### config.mk
export PLATFORM = sky130hd
export DESIGN_NAME = fround_pipe
export DESIGN_NICKNAME = d
export VERILOG_FILES = /design/src/rtl/fround_pipe.sv
export SDC_FILE = /design/constraint.sdc
export NUM_CORES = 1
export LEC_CHECK = 0
export ABC_AREA = 1
export BUFFER_PORTS_ARGS = -buffer_cell sky130_fd_sc_hd__buf_2
export CAP_MARGIN = 20
export CORE_AREA = 4 4 168 170
export DETAILED_ROUTE_END_ITERATION = 8
export DIE_AREA = 0 0 172 174
export PLACE_DENSITY_LB_ADDON = 0.1
export SYNTH_ARGS = -nofsm -noshare
export SYNTH_HDL_FRONTEND = slang
export SYNTH_SLANG_ARGS = --single-unit
### constraint.sdc
create_clock -name clk -period 7.35 [get_ports clk]
set_input_delay 1.47 -clock clk [delete_from_list [all_inputs] [get_ports clk]]
set_output_delay 1.47 -clock clk [all_outputs]
set_load 0.02 [all_outputs]
### src/rtl/fround_pipe.sv
// Pipelined binary32 round-to-integral unit: floor/ceil/trunc/nearest-even,
// returning either a binary32 integral value or a signed int32.
module fround_pipe #(
  parameter int STAGES  = 2,
  parameter bit SAT_INT = 1'b1
) (
  input  logic        clk,
  input  logic        rstn,
  input  logic        in_valid,
  output logic        in_ready,
  input  logic [31:0] x,
  input  logic [1:0]  mode,
  input  logic        to_int,
  output logic        out_valid,
  input  logic        out_ready,
  output logic [31:0] y,
  output logic        ovf,
  output logic [15:0] ovf_cnt
);

  logic        sgn;
  logic [7:0]  expo;
  logic [22:0] man;
  logic [23:0] sig;

  assign sgn  = x[31];
  assign expo = x[30:23];
  assign man  = x[22:0];
  assign sig  = {1'b1, man};

  logic [7:0]  rsh;
  logic [7:0]  lsh;
  logic [47:0] win;
  logic [23:0] ip;
  logic [23:0] rmag;
  logic        half;
  logic        rest;
  logic        inc;
  logic [4:0]  msb;
  logic [22:0] norm;
  logic [31:0] mag32;
  logic [31:0] wrap;
  logic        is_nan;
  logic        in_range;
  logic [31:0] res_y;
  logic        res_ovf;

  // The whole rounding datapath is evaluated before the first stage register;
  // the remaining stages only carry the finished result.
  always_comb begin
    rsh  = 8'd150 - expo;
    lsh  = expo - 8'd150;
    win  = {sig, 24'd0} >> rsh;
    ip   = win[47:24];
    half = win[23];
    rest = |win[22:0];
    // Magnitudes below 0.5 keep no integer bits and no half bit.
    if (rsh > 8'd24) begin
      ip   = '0;
      half = 1'b0;
      rest = 1'b1;
    end

    case (mode)
      2'b00:   inc = sgn & (half | rest);
      2'b01:   inc = ~sgn & (half | rest);
      2'b10:   inc = 1'b0;
      default: inc = half & (rest | ip[0]);
    endcase
    rmag = ip + 24'(inc);

    msb = '0;
    for (int i = 0; i < 24; i++) begin
      if (rmag[i]) msb = 5'(i);
    end
    norm = rmag[22:0] << (5'd23 - msb);

    if (expo == 8'd0)
      mag32 = '0;
    else if (expo < 8'd150)
      mag32 = {8'd0, rmag};
    else if (lsh < 8'd32)
      mag32 = {8'd0, sig} << lsh[4:0];
    else
      mag32 = '0;
    wrap = sgn ? (~mag32 + 32'd1) : mag32;

    is_nan   = (expo == 8'hFF) && (man != 23'd0);
    // -2^31 is the only value with exponent 158 that still fits.
    in_range = (expo <= 8'd157) || ((expo == 8'd158) && sgn && (man == 23'd0));

    res_ovf = 1'b0;
    if (!to_int) begin
      if (expo >= 8'd150)
        res_y = x;
      else if ((expo == 8'd0) || (rmag == 24'd0))
        res_y = '0;
      else
        res_y = {sgn, 8'd127 + {3'd0, msb}, norm};
    end else if (is_nan) begin
      res_y   = 32'h7FFF_FFFF;
      res_ovf = 1'b1;
    end else if (!in_range) begin
      res_ovf = 1'b1;
      if (SAT_INT)
        res_y = sgn ? 32'h8000_0000 : 32'h7FFF_FFFF;
      else
        res_y = wrap;
    end else begin
      res_y = wrap;
    end
  end

  logic                   advance;
  logic [STAGES-1:0]      vld;
  logic [STAGES-1:0][31:0] yd;
  logic [STAGES-1:0]      od;

  assign out_valid = vld[STAGES-1];
  assign y         = yd[STAGES-1];
  assign ovf       = od[STAGES-1];
  assign advance   = !out_valid || out_ready;
  assign in_ready  = advance || !rstn;

  // All stages move together; a stalled output freezes the entire pipe.
  always_ff @(posedge clk) begin
    if (!rstn) begin
      vld <= '0;
      yd  <= '0;
      od  <= '0;
    end else if (advance) begin
      vld[0] <= in_valid;
      yd[0]  <= res_y;
      od[0]  <= res_ovf;
      for (int i = 1; i < STAGES; i++) begin
        vld[i] <= vld[i-1];
        yd[i]  <= yd[i-1];
        od[i]  <= od[i-1];
      end
    end
  end

  always_ff @(posedge clk) begin
    if (!rstn)
      ovf_cnt <= '0;
    else if (out_valid && out_ready && ovf && (ovf_cnt != 16'hFFFF))
      ovf_cnt <= ovf_cnt + 16'd1;
  end

endmodule

# Yosys cells after proc, flatten, opt, wreduce, memory -nomap -nowiden
# Index checks and enable logic that the tools add are counted.
# totals
register_bits,84
inputBits,39
out_inout_bits,51
elab_cells,90
# classes
addsub,7
n_lt_le_gt_ge,5
n_eq_ne,5
n_shift,3
n_mux,40
bitwise_logic,7
reduce_logical,18
# ops
cell,n
32-bit two-way mux,10
5-bit two-way mux,22
48-bit by 8-bit right shift with 48-bit output,1
32-bit by 1-bit adder with 32-bit output (second input constant),1
32-bit NOT,1
24-bit by 5-bit left shift with 32-bit output,1
24-bit by 1-bit adder with 24-bit output,1
24-bit logical NOT,1
24-bit two-way mux,1
23-bit logical NOT,1
23-bit nonzero test,1
23-bit OR reduction,1
23-bit by 5-bit left shift with 23-bit output,1
16-bit by 1-bit adder with 16-bit output (second input constant),1
8-bit equality test (second input constant),2
16-bit inequality test (second input constant),1
7-bit by 5-bit adder with 8-bit output (first input constant),1
8-bit >= comparator (second input constant),1
8-bit by 5-bit > comparator with 1-bit output (second input constant),1
8-bit <= comparator (second input constant),1
8-bit logical NOT,1
8-bit by 6-bit < comparator with 1-bit output (second input constant),1
8-bit < comparator (second input constant),1
8-bit subtractor (first input constant),1
other kinds (13),30

# Logic depth before layout (Yosys ltp)
# Gate-level depths: netlist of run 1.
# depth
depth_word,36
depth_mapped,62
depth_no_buf,59

# Worst setup path before layout of run 1
# Ideal clock, no wire load.
# synth_timing
path_type,in2reg
from,input x[24]
to,register yd[8] (netlist bit)
setup_time_ns,0.117
t_arrival_ns,7.427
t_required_ns,7.233
setup_slack_ns,-0.194
stages,42
path_buffers,6
path_cell_list,clkinv_1 clkbuf_1 clkbuf_1 ha_1 clkbuf_1 clkinv_1 clkbuf_1 nor4_1 inv_1 nand2_1 nand2_1 nand2_1 nor3_1 nand4_1 a21oi_1 o21ai_0 o21ai_0 a311oi_1 [6 not listed] nand3_2 nor3_1 nand3_1 nand3b_4 o21ai_2 nand2_1 nor2_1 nand2_1 inv_2 nand2_2 ha_1 clkbuf_8 nand2_4 nor2_2 buf_4 nand2_1 nand3_1 a22o_1
# synth_between
elab_chain_cells,36
elab_cells_between_ends,65
classes_between,add/sub: 5; order compare: 5; eq/ne: 2; shift: 3; mux: 36; bitwise: 6; reduce/logical: 8
# synth_lines
element,line,rtl
"start, declared",11,"input logic [31:0] x,"
8-bit subtractor,51,rsh = 8'd150 - expo;
48-bit by 8-bit right shift with 48-bit output,53,"win = {sig, 24'd0} >> rsh;"
23-bit OR reduction,56,rest = |win[22:0];
1-bit two-way mux,58,if (rsh > 8'd24) begin
1-bit bitwise OR (on tied branches),"68, 65, 66",
1-bit bitwise AND (on tied branches),"68, 65, 66",
1-bit one-hot mux with 3 select lines,64,case (mode)
24-bit by 1-bit adder with 24-bit output,70,rmag = ip + 24'(inc);
1-bit two-way mux,74,if (rmag[i]) msb = 5'(i);
5-bit two-way mux (22 in series),74,
5-bit subtractor,76,norm = rmag[22:0] << (5'd23 - msb);
23-bit by 5-bit left shift with 23-bit output,76,
32-bit two-way mux,96,else if ((expo == 8'd0) || (rmag == 24'd0))
32-bit two-way mux,94,if (expo >= 8'd150)
32-bit two-way mux (*),93,if (!to_int) begin
"end signal, assigned by index",137,yd[i] <= yd[i-1];
"end, declared",116,logic [STAGES-1:0][31:0] yd;
# Mark *: on every way between the ends. The rest lies on a longest branch, timed or not.
# A chain may end at the register's enable or synchronous reset.

# Worst setup path after layout of run 1
# layout_timing
from,input x[24]
to,register yd[31] (netlist bit)
# layout_between
elab_chain_cells,16
elab_cells_between_ends,40
classes_between,add/sub: 4; order compare: 5; eq/ne: 2; shift: 2; mux: 13; bitwise: 6; reduce/logical: 8
# layout_lines
element,line,rtl
8-bit subtractor,51,
48-bit by 8-bit right shift with 48-bit output,53,
23-bit OR reduction,56,
1-bit two-way mux,58,
1-bit bitwise OR (on tied branches),"68, 65, 66",
1-bit bitwise AND (on tied branches),"68, 65, 66",
1-bit one-hot mux with 3 select lines,64,
24-bit by 1-bit adder with 24-bit output,70,
32-bit two-way mux,80,else if (expo < 8'd150)
32-bit two-way mux,78,if (expo == 8'd0)
32-bit NOT,86,wrap = sgn ? (~mag32 + 32'd1) : mag32;
32-bit by 1-bit adder with 32-bit output,86,
32-bit two-way mux,86,
32-bit two-way mux,103,end else if (!in_range) begin
32-bit two-way mux,100,end else if (is_nan) begin
32-bit two-way mux (*),93,
# Marked as above.

==> impl_metrics.yaml, run 1 <==
floorplanning:
  rows: 60
  core_area_um2: 26700
  dieArea_um2: 29900
  die_h_um: 174
  io-pin-count: 90
  die_w_um: 172
  initial_core_util: 0.393
pwr:
  clkPwrFrac: 0.194
  p_leak_nw: 6.66
  pwr-share-seq: 0.225
  switchingPower_mw: 1.03
  p_sw_frac: 0.457
  powerDensity_nw_per_um2: 165
  total_power_mw: 2.25
  internal-power_mw: 1.22
  combPwrFrac: 0.582
  irDropWorstVdd_mv: 0.110
place:
  place_area_um2: 12900
  place_congestion: 1.02
  post-place-ws_ns: -0.406
  post-place-cells: 2443
  place_hpwl_um: 37100
  io_buffer_count: 89
yosys:
  synth_edf_count: 0
  ys.flop_type: "dfxtp_1"
  ys_types: 67
  yosys-top-cells-area: "nand2_1, dfxtp_1, nand3_1"
  netlist.area_leader.share: 0.169
  postSynthCellCount: 1859
  synth_common_cells: "nand2_1, nand3_1, nor2_1, inv_1, o21ai_0"
  synth_warnings: 0
  mappedNetlistNets: 1913
  synth.most_common_cell: "nand2_1"
  synth-seq-area-share: 0.160
  synthArstFlopShare: 0
  syn_area_um2: 10500
  yosys.area.top_type: "nand2_1"
  ys_ff_latch: 84
  synth_area_per_cell_um2: 5.65
finish:
  final_cells: 2474
  syn_to_final_growth_pct: 29.8
  fin_area_um2: 13600
  nets: 2183
  final_util: 0.510
  num_antenna_cells: 0
  layout-drive-gt1-share: 0.269
  n_fill_cell: 2895
hold_path:
  whs_path_depth: 2
  hp-class: "flop to flop"
cts:
  htreeDepth: 3
  numCtsBuffers: 9
  cts_tree: "built"
  root_buffer: "clkbuf_16"
  cts_sinks: 84
  ctsHoldBuffers: 0
  clockBufferDepth: 2
  path_clk_slew_ns: 0.07
  insertion_delay_ns: 0.34
sta:
  setup_ws_ns: 0.310
  fin_skew_ns: 0.0167
  final_hold_viol_count: 0
  finalCritPeriodShare: 0.958
  setup_violations: 0
  fin_setup_tns_ns: 0
  hold_slack_ns: 0.446
  max-slew-margin-rel: 0.342
  final_max_slew_viol_count: 0
  max_freq_mhz: 142
  tightest_slew_ns: 0.986
  grt_setup_unrepaired: "yes"
  period_needed_ns: 7.04
drt:
  viasPerCell: 5.45
  firstDrtPassIters: 8
  wl_per_cell_um: 18.5
  drt_iter0_drc: 1226
  drc: 0
  finalWirelength_um: 45700
  vias: 13500
  final_antenna_net_count: 0
setup_path:
  crit_arrival_ns: 7.31
  crit_slowest_cell: "nor3_1"
  worstPathRequired_ns: 7.62
  startpoint_type: "input pin"
  ff2ff_path_depth: 17
  cp-end-kind: "flop"
  worst_path_most_repeated_cell: "nand2_1"
  cp_slowest_stage_delay_ns: 0.22
  crit_type: "input pin to flop"
  cp_max_fo: 6
global_route:
  grt-ovfl-total: 0
  grt_start_max_net_pins: 56
  grt_pass1_wl_um: 69900
  grt_usage: 0.294
  first_global_vias: 12400
  antenna_found_initial: 1
job:
  drv_cap: 0
outcome:
  status: "finished, final reports clean"
logic make-up after synthesis:
| family | synth area share |
|---|---|
| xor+xnor | 0.0256 |
| simple gates | 0.457 |
| fa+ha+maj | 0.0179 |
| mux | 0.00477 |
| compound gates | 0.203 |
| flops | 0.160 |
| buf+inv | 0.131 |
placed cells by master (no fill, tap or decap), types with 9 or more instances in the layout:
master     synthesis  routed
ha_1              15      10
o211ai_1          14      14
a22o_1            28      28
buf_2             16      89
o22ai_1           13      11
nor2_1           211     204
buf_4             37     281
nand4_1           20      20
a21oi_1          105     103
buf_12             0       9
o21ai_0          135     122
nor3_1            20      18
nand2_2           23      27
o21ai_2            6      10
a31oi_1           14      11
nand3_2           15      16
o21ai_1           25      33
nand3_1          224     220
clkbuf_16          0       9
nor4_1            11       9
nor2_2            15      16
dfxtp_1           84      84
nor2_4             6      12
nand2_1          474     469
inv_2             27      28
xor2_1            15      11
inv_1            139     137
path summary, 6_finish.rpt:
path	to	slack (ns)	startpoint
min reg2reg	vld[1]	0.45	vld[0]
min	vld[1]	0.45	vld[0]
max reg2reg	ovf_cnt[15]	4.64	ovf_cnt[0]
max	yd[31]	0.31	x[24]
registers in the layout, summed over array words and instances, names as in the netlist:
register,flops
y,32
yd,32
ovf_cnt,16
od,2
vld,2
power groups by stage:
stage,clock network (mW),logic [mW],registers [mW]
finish,0.436,1.31,0.506
global route,0.460,1.42,0.509
CTS,0.440,1.24,0.506
detailed placement,0,1.23,0.515
global placement,0,1.24,0.515
floorplan,0,0.732,0.511
final cells by class:
class                      instances  area (um^2)  share of cell area
timing repair buffer             384         2790               0.205
clock buffer                       9          225              0.0165
clock inverter                     6         47.5             0.00349
tap                              341          427              0.0313
multi-input combinational       1472         7770               0.570
sequential                        84         1680               0.123
inverter                         178          692              0.0507
metal layers:
layer	vias up	global-route usage	wire length [um]
met5	-	0	20
met4	2	0.0875	1440
met3	83	0.0312	2500
met2	470	0.476	20900
met1	6216	0.410	20800
li1	6717	-	-
worst max-delay path: cells and delay by family:
kind	cells	cell delay, ns
AND/OR/NAND/NOR	30	3.34
buffers and inverters	9	0.96
AO/OA/AOI/OAI	7	0.85
adder cells (fa/ha/maj)	3	0.53
XOR/XNOR	1	0.15
what timing repair did:
| action | in CTS | in global routing |
|---|---|---|
| setup endpoints to repair | 2 | 32 |
| setup buffers | 0 | 16 |
| resized for setup | 3 | 77 |
| pin swaps | 0 | 39 |
| endpoints found under the hold margin | 0 | 0 |
Note: power is estimated with default switching activity, not from simulation.
==> run 2: changes to the inputs <==
--- a/config.mk
+++ b/config.mk
@@ -12,6 +12,7 @@
 export DETAILED_ROUTE_END_ITERATION = 8
 export DIE_AREA = 0 0 172 174
 export PLACE_DENSITY_LB_ADDON = 0.1
+export SLEW_MARGIN = 10
 export SYNTH_ARGS = -nofsm -noshare
 export SYNTH_HDL_FRONTEND = slang
 export SYNTH_SLANG_ARGS = --single-unit
==> constraint.sdc (replaced) <==
create_clock -name clk -period 6 [get_ports clk]
set_input_delay 1.2 -clock clk [delete_from_list [all_inputs] [get_ports clk]]
set_output_delay 1.2 -clock clk [all_outputs]
set_load 0.02 [all_outputs]
==> impl_metrics.yaml, run 2 (synthesized netlist as in run 1, its figures left out) <==
place:
  place_congestion: 1.01
  post-place-cells: 2562
  place_hpwl_um: 36800
  io_buffer_count: 89
  post-place-ws_ns: -1.15
sta:
  max_freq_mhz: 149
  setup_ws_ns: -0.701
  final_hold_viol_count: 0
  fin_skew_ns: 0.0137
  setup_violations: 32
  tightest_slew_ns: 1.03
  max-slew-margin-rel: 0.310
  finalCritPeriodShare: 1.12
  final_max_slew_viol_count: 0
  period_needed_ns: 6.70
  grt_setup_unrepaired: "yes"
drt:
  firstDrtPassIters: 6
  drt_iter0_drc: 1276
  final_antenna_net_count: 0
  wl_per_cell_um: 18.4
  drc: 0
  finalWirelength_um: 49400
  viasPerCell: 5.53
  vias: 14900
hold_path:
  worstHoldStart: "yd[17]"
  whs_path_depth: 2
  hp-class: "flop to flop"
  holdPathEnd: "yd[17]"
cts:
  numCtsBuffers: 9
  clockBufferDepth: 2
  htreeDepth: 3
  path_clk_slew_ns: 0.06
  root_buffer: "clkbuf_16"
  cts_sinks: 84
  cts_tree: "built"
  insertion_delay_ns: 0.35
pwr:
  powerDensity_nw_per_um2: 198
  total_power_mw: 3.37
  p_leak_nw: 8.15
  irDropWorstVdd_mv: 0.141
floorplanning:
  core_area_um2: 26700
  io-pin-count: 90
  die_h_um: 174
  dieArea_um2: 29900
  die_w_um: 172
  rows: 60
  initial_core_util: 0.393
finish:
  nets: 2396
  final_cells: 2688
  syn_to_final_growth_pct: 61.6
  n_fill_cell: 2458
  num_antenna_cells: 0
  final_util: 0.635
  register_area_um2: 1680
  final_common_cell: "buf_4"
  multi_input_area_um2: 9260
  final_cell_mix: "buf_4, nand2_1, nor2_1"
  layout-drive-gt1-share: 0.441
setup_path:
  r2r_start: "ovf_cnt[0]"
  cp-end-kind: "flop"
  startpoint_type: "input pin"
  crit_type: "input pin to flop"
  r2r_slack_ns: 3.31
  worst_path_most_repeated_cell: "nand2_1"
  r2r-end: "ovf_cnt[15]"
  cp_slowest_stage_delay_ns: 0.31
  crit_slowest_cell: "o211ai_1"
  crit_arrival_ns: 6.93
  worstPathRequired_ns: 6.23
  cp_max_fo: 6
  ff2ff_path_depth: 17
global_route:
  antenna_found_initial: 2
  grt-ovfl-total: 0
  first_global_vias: 14200
  grt_pass1_wl_um: 74500
  grt_start_max_net_pins: 56
  grt_usage: 0.310
outcome:
  violations: "negative setup slack"
  status: "finished, violations left"
job:
  drv_cap: 0
## run 2: layer usage
metal  up-vias  wire length, um  track usage
met2       668            22700        0.505
met1      6835            19900        0.393
met3       203             3700       0.0505
li1       7153                -            -
met5         -               13            0
met4         2             3040        0.158
## run 2: cell type report
cell class / count / share of cell area
Clock buffer: 9 / 0.0133
Timing Repair Buffer: 590 / 0.270
Sequential cell: 84 / 0.0991
Timing Repair inverter: 1 / 0.000516
Tap cell: 341 / 0.0251
Multi-Input combinational cell: 1478 / 0.545
Inverter: 178 / 0.0430
Clock inverter: 7 / 0.00339
## run 2: worst max-delay path by stage
| stage | start | to |
|---|---|---|
| 2_1_floorplan | x[24] | yd[9] |
| 3_3_place_gp | x[24] | yd[27] |
| 3_5_place_dp | x[24] | yd[19] |
| 4_1_cts | x[28] | yd[31] |
| 5_1_grt | x[24] | yd[22] |
| 6_report | x[25] | yd[17] |
## run 2: critical path, delay by kind of cell
family          cells  cell delay [ns]
simple gates       25             2.26
compound gates      8             1.57
buf+inv             9             1.16
fa+ha+maj           3             0.56
xor+xnor            1             0.15
## run 2: what timing repair did
action                                  4_1_cts  5_1_grt
pin swaps                                   116      104
gates resized for setup                     258      186
setup buffers                                86       21
cloned                                        8        0
hold buffers                                  0        0
hold endpoints to repair                      0        0
endpoints found under the setup margin       32       32
## run 2: report_power, final
part / switching (mW) / total, mW / internal, mW
registers: 0.0198 / 0.619 / 0.599
clock network: 0.246 / 0.532 / 0.286
logic: 1.26 / 2.22 / 0.951
## run 2: per-stage QoR
stage	instance area, um^2	hold slack, ns	setup TNS [ns]
final	17000	0.447	-17.85
after global placement	14000	0.432	-33.30
after global routing	17000	0.458	-28.47
after CTS	16100	0.449	-11.54
after floorplan	10800	0.420	-11.02
after detailed placement	14000	0.440	-33.34
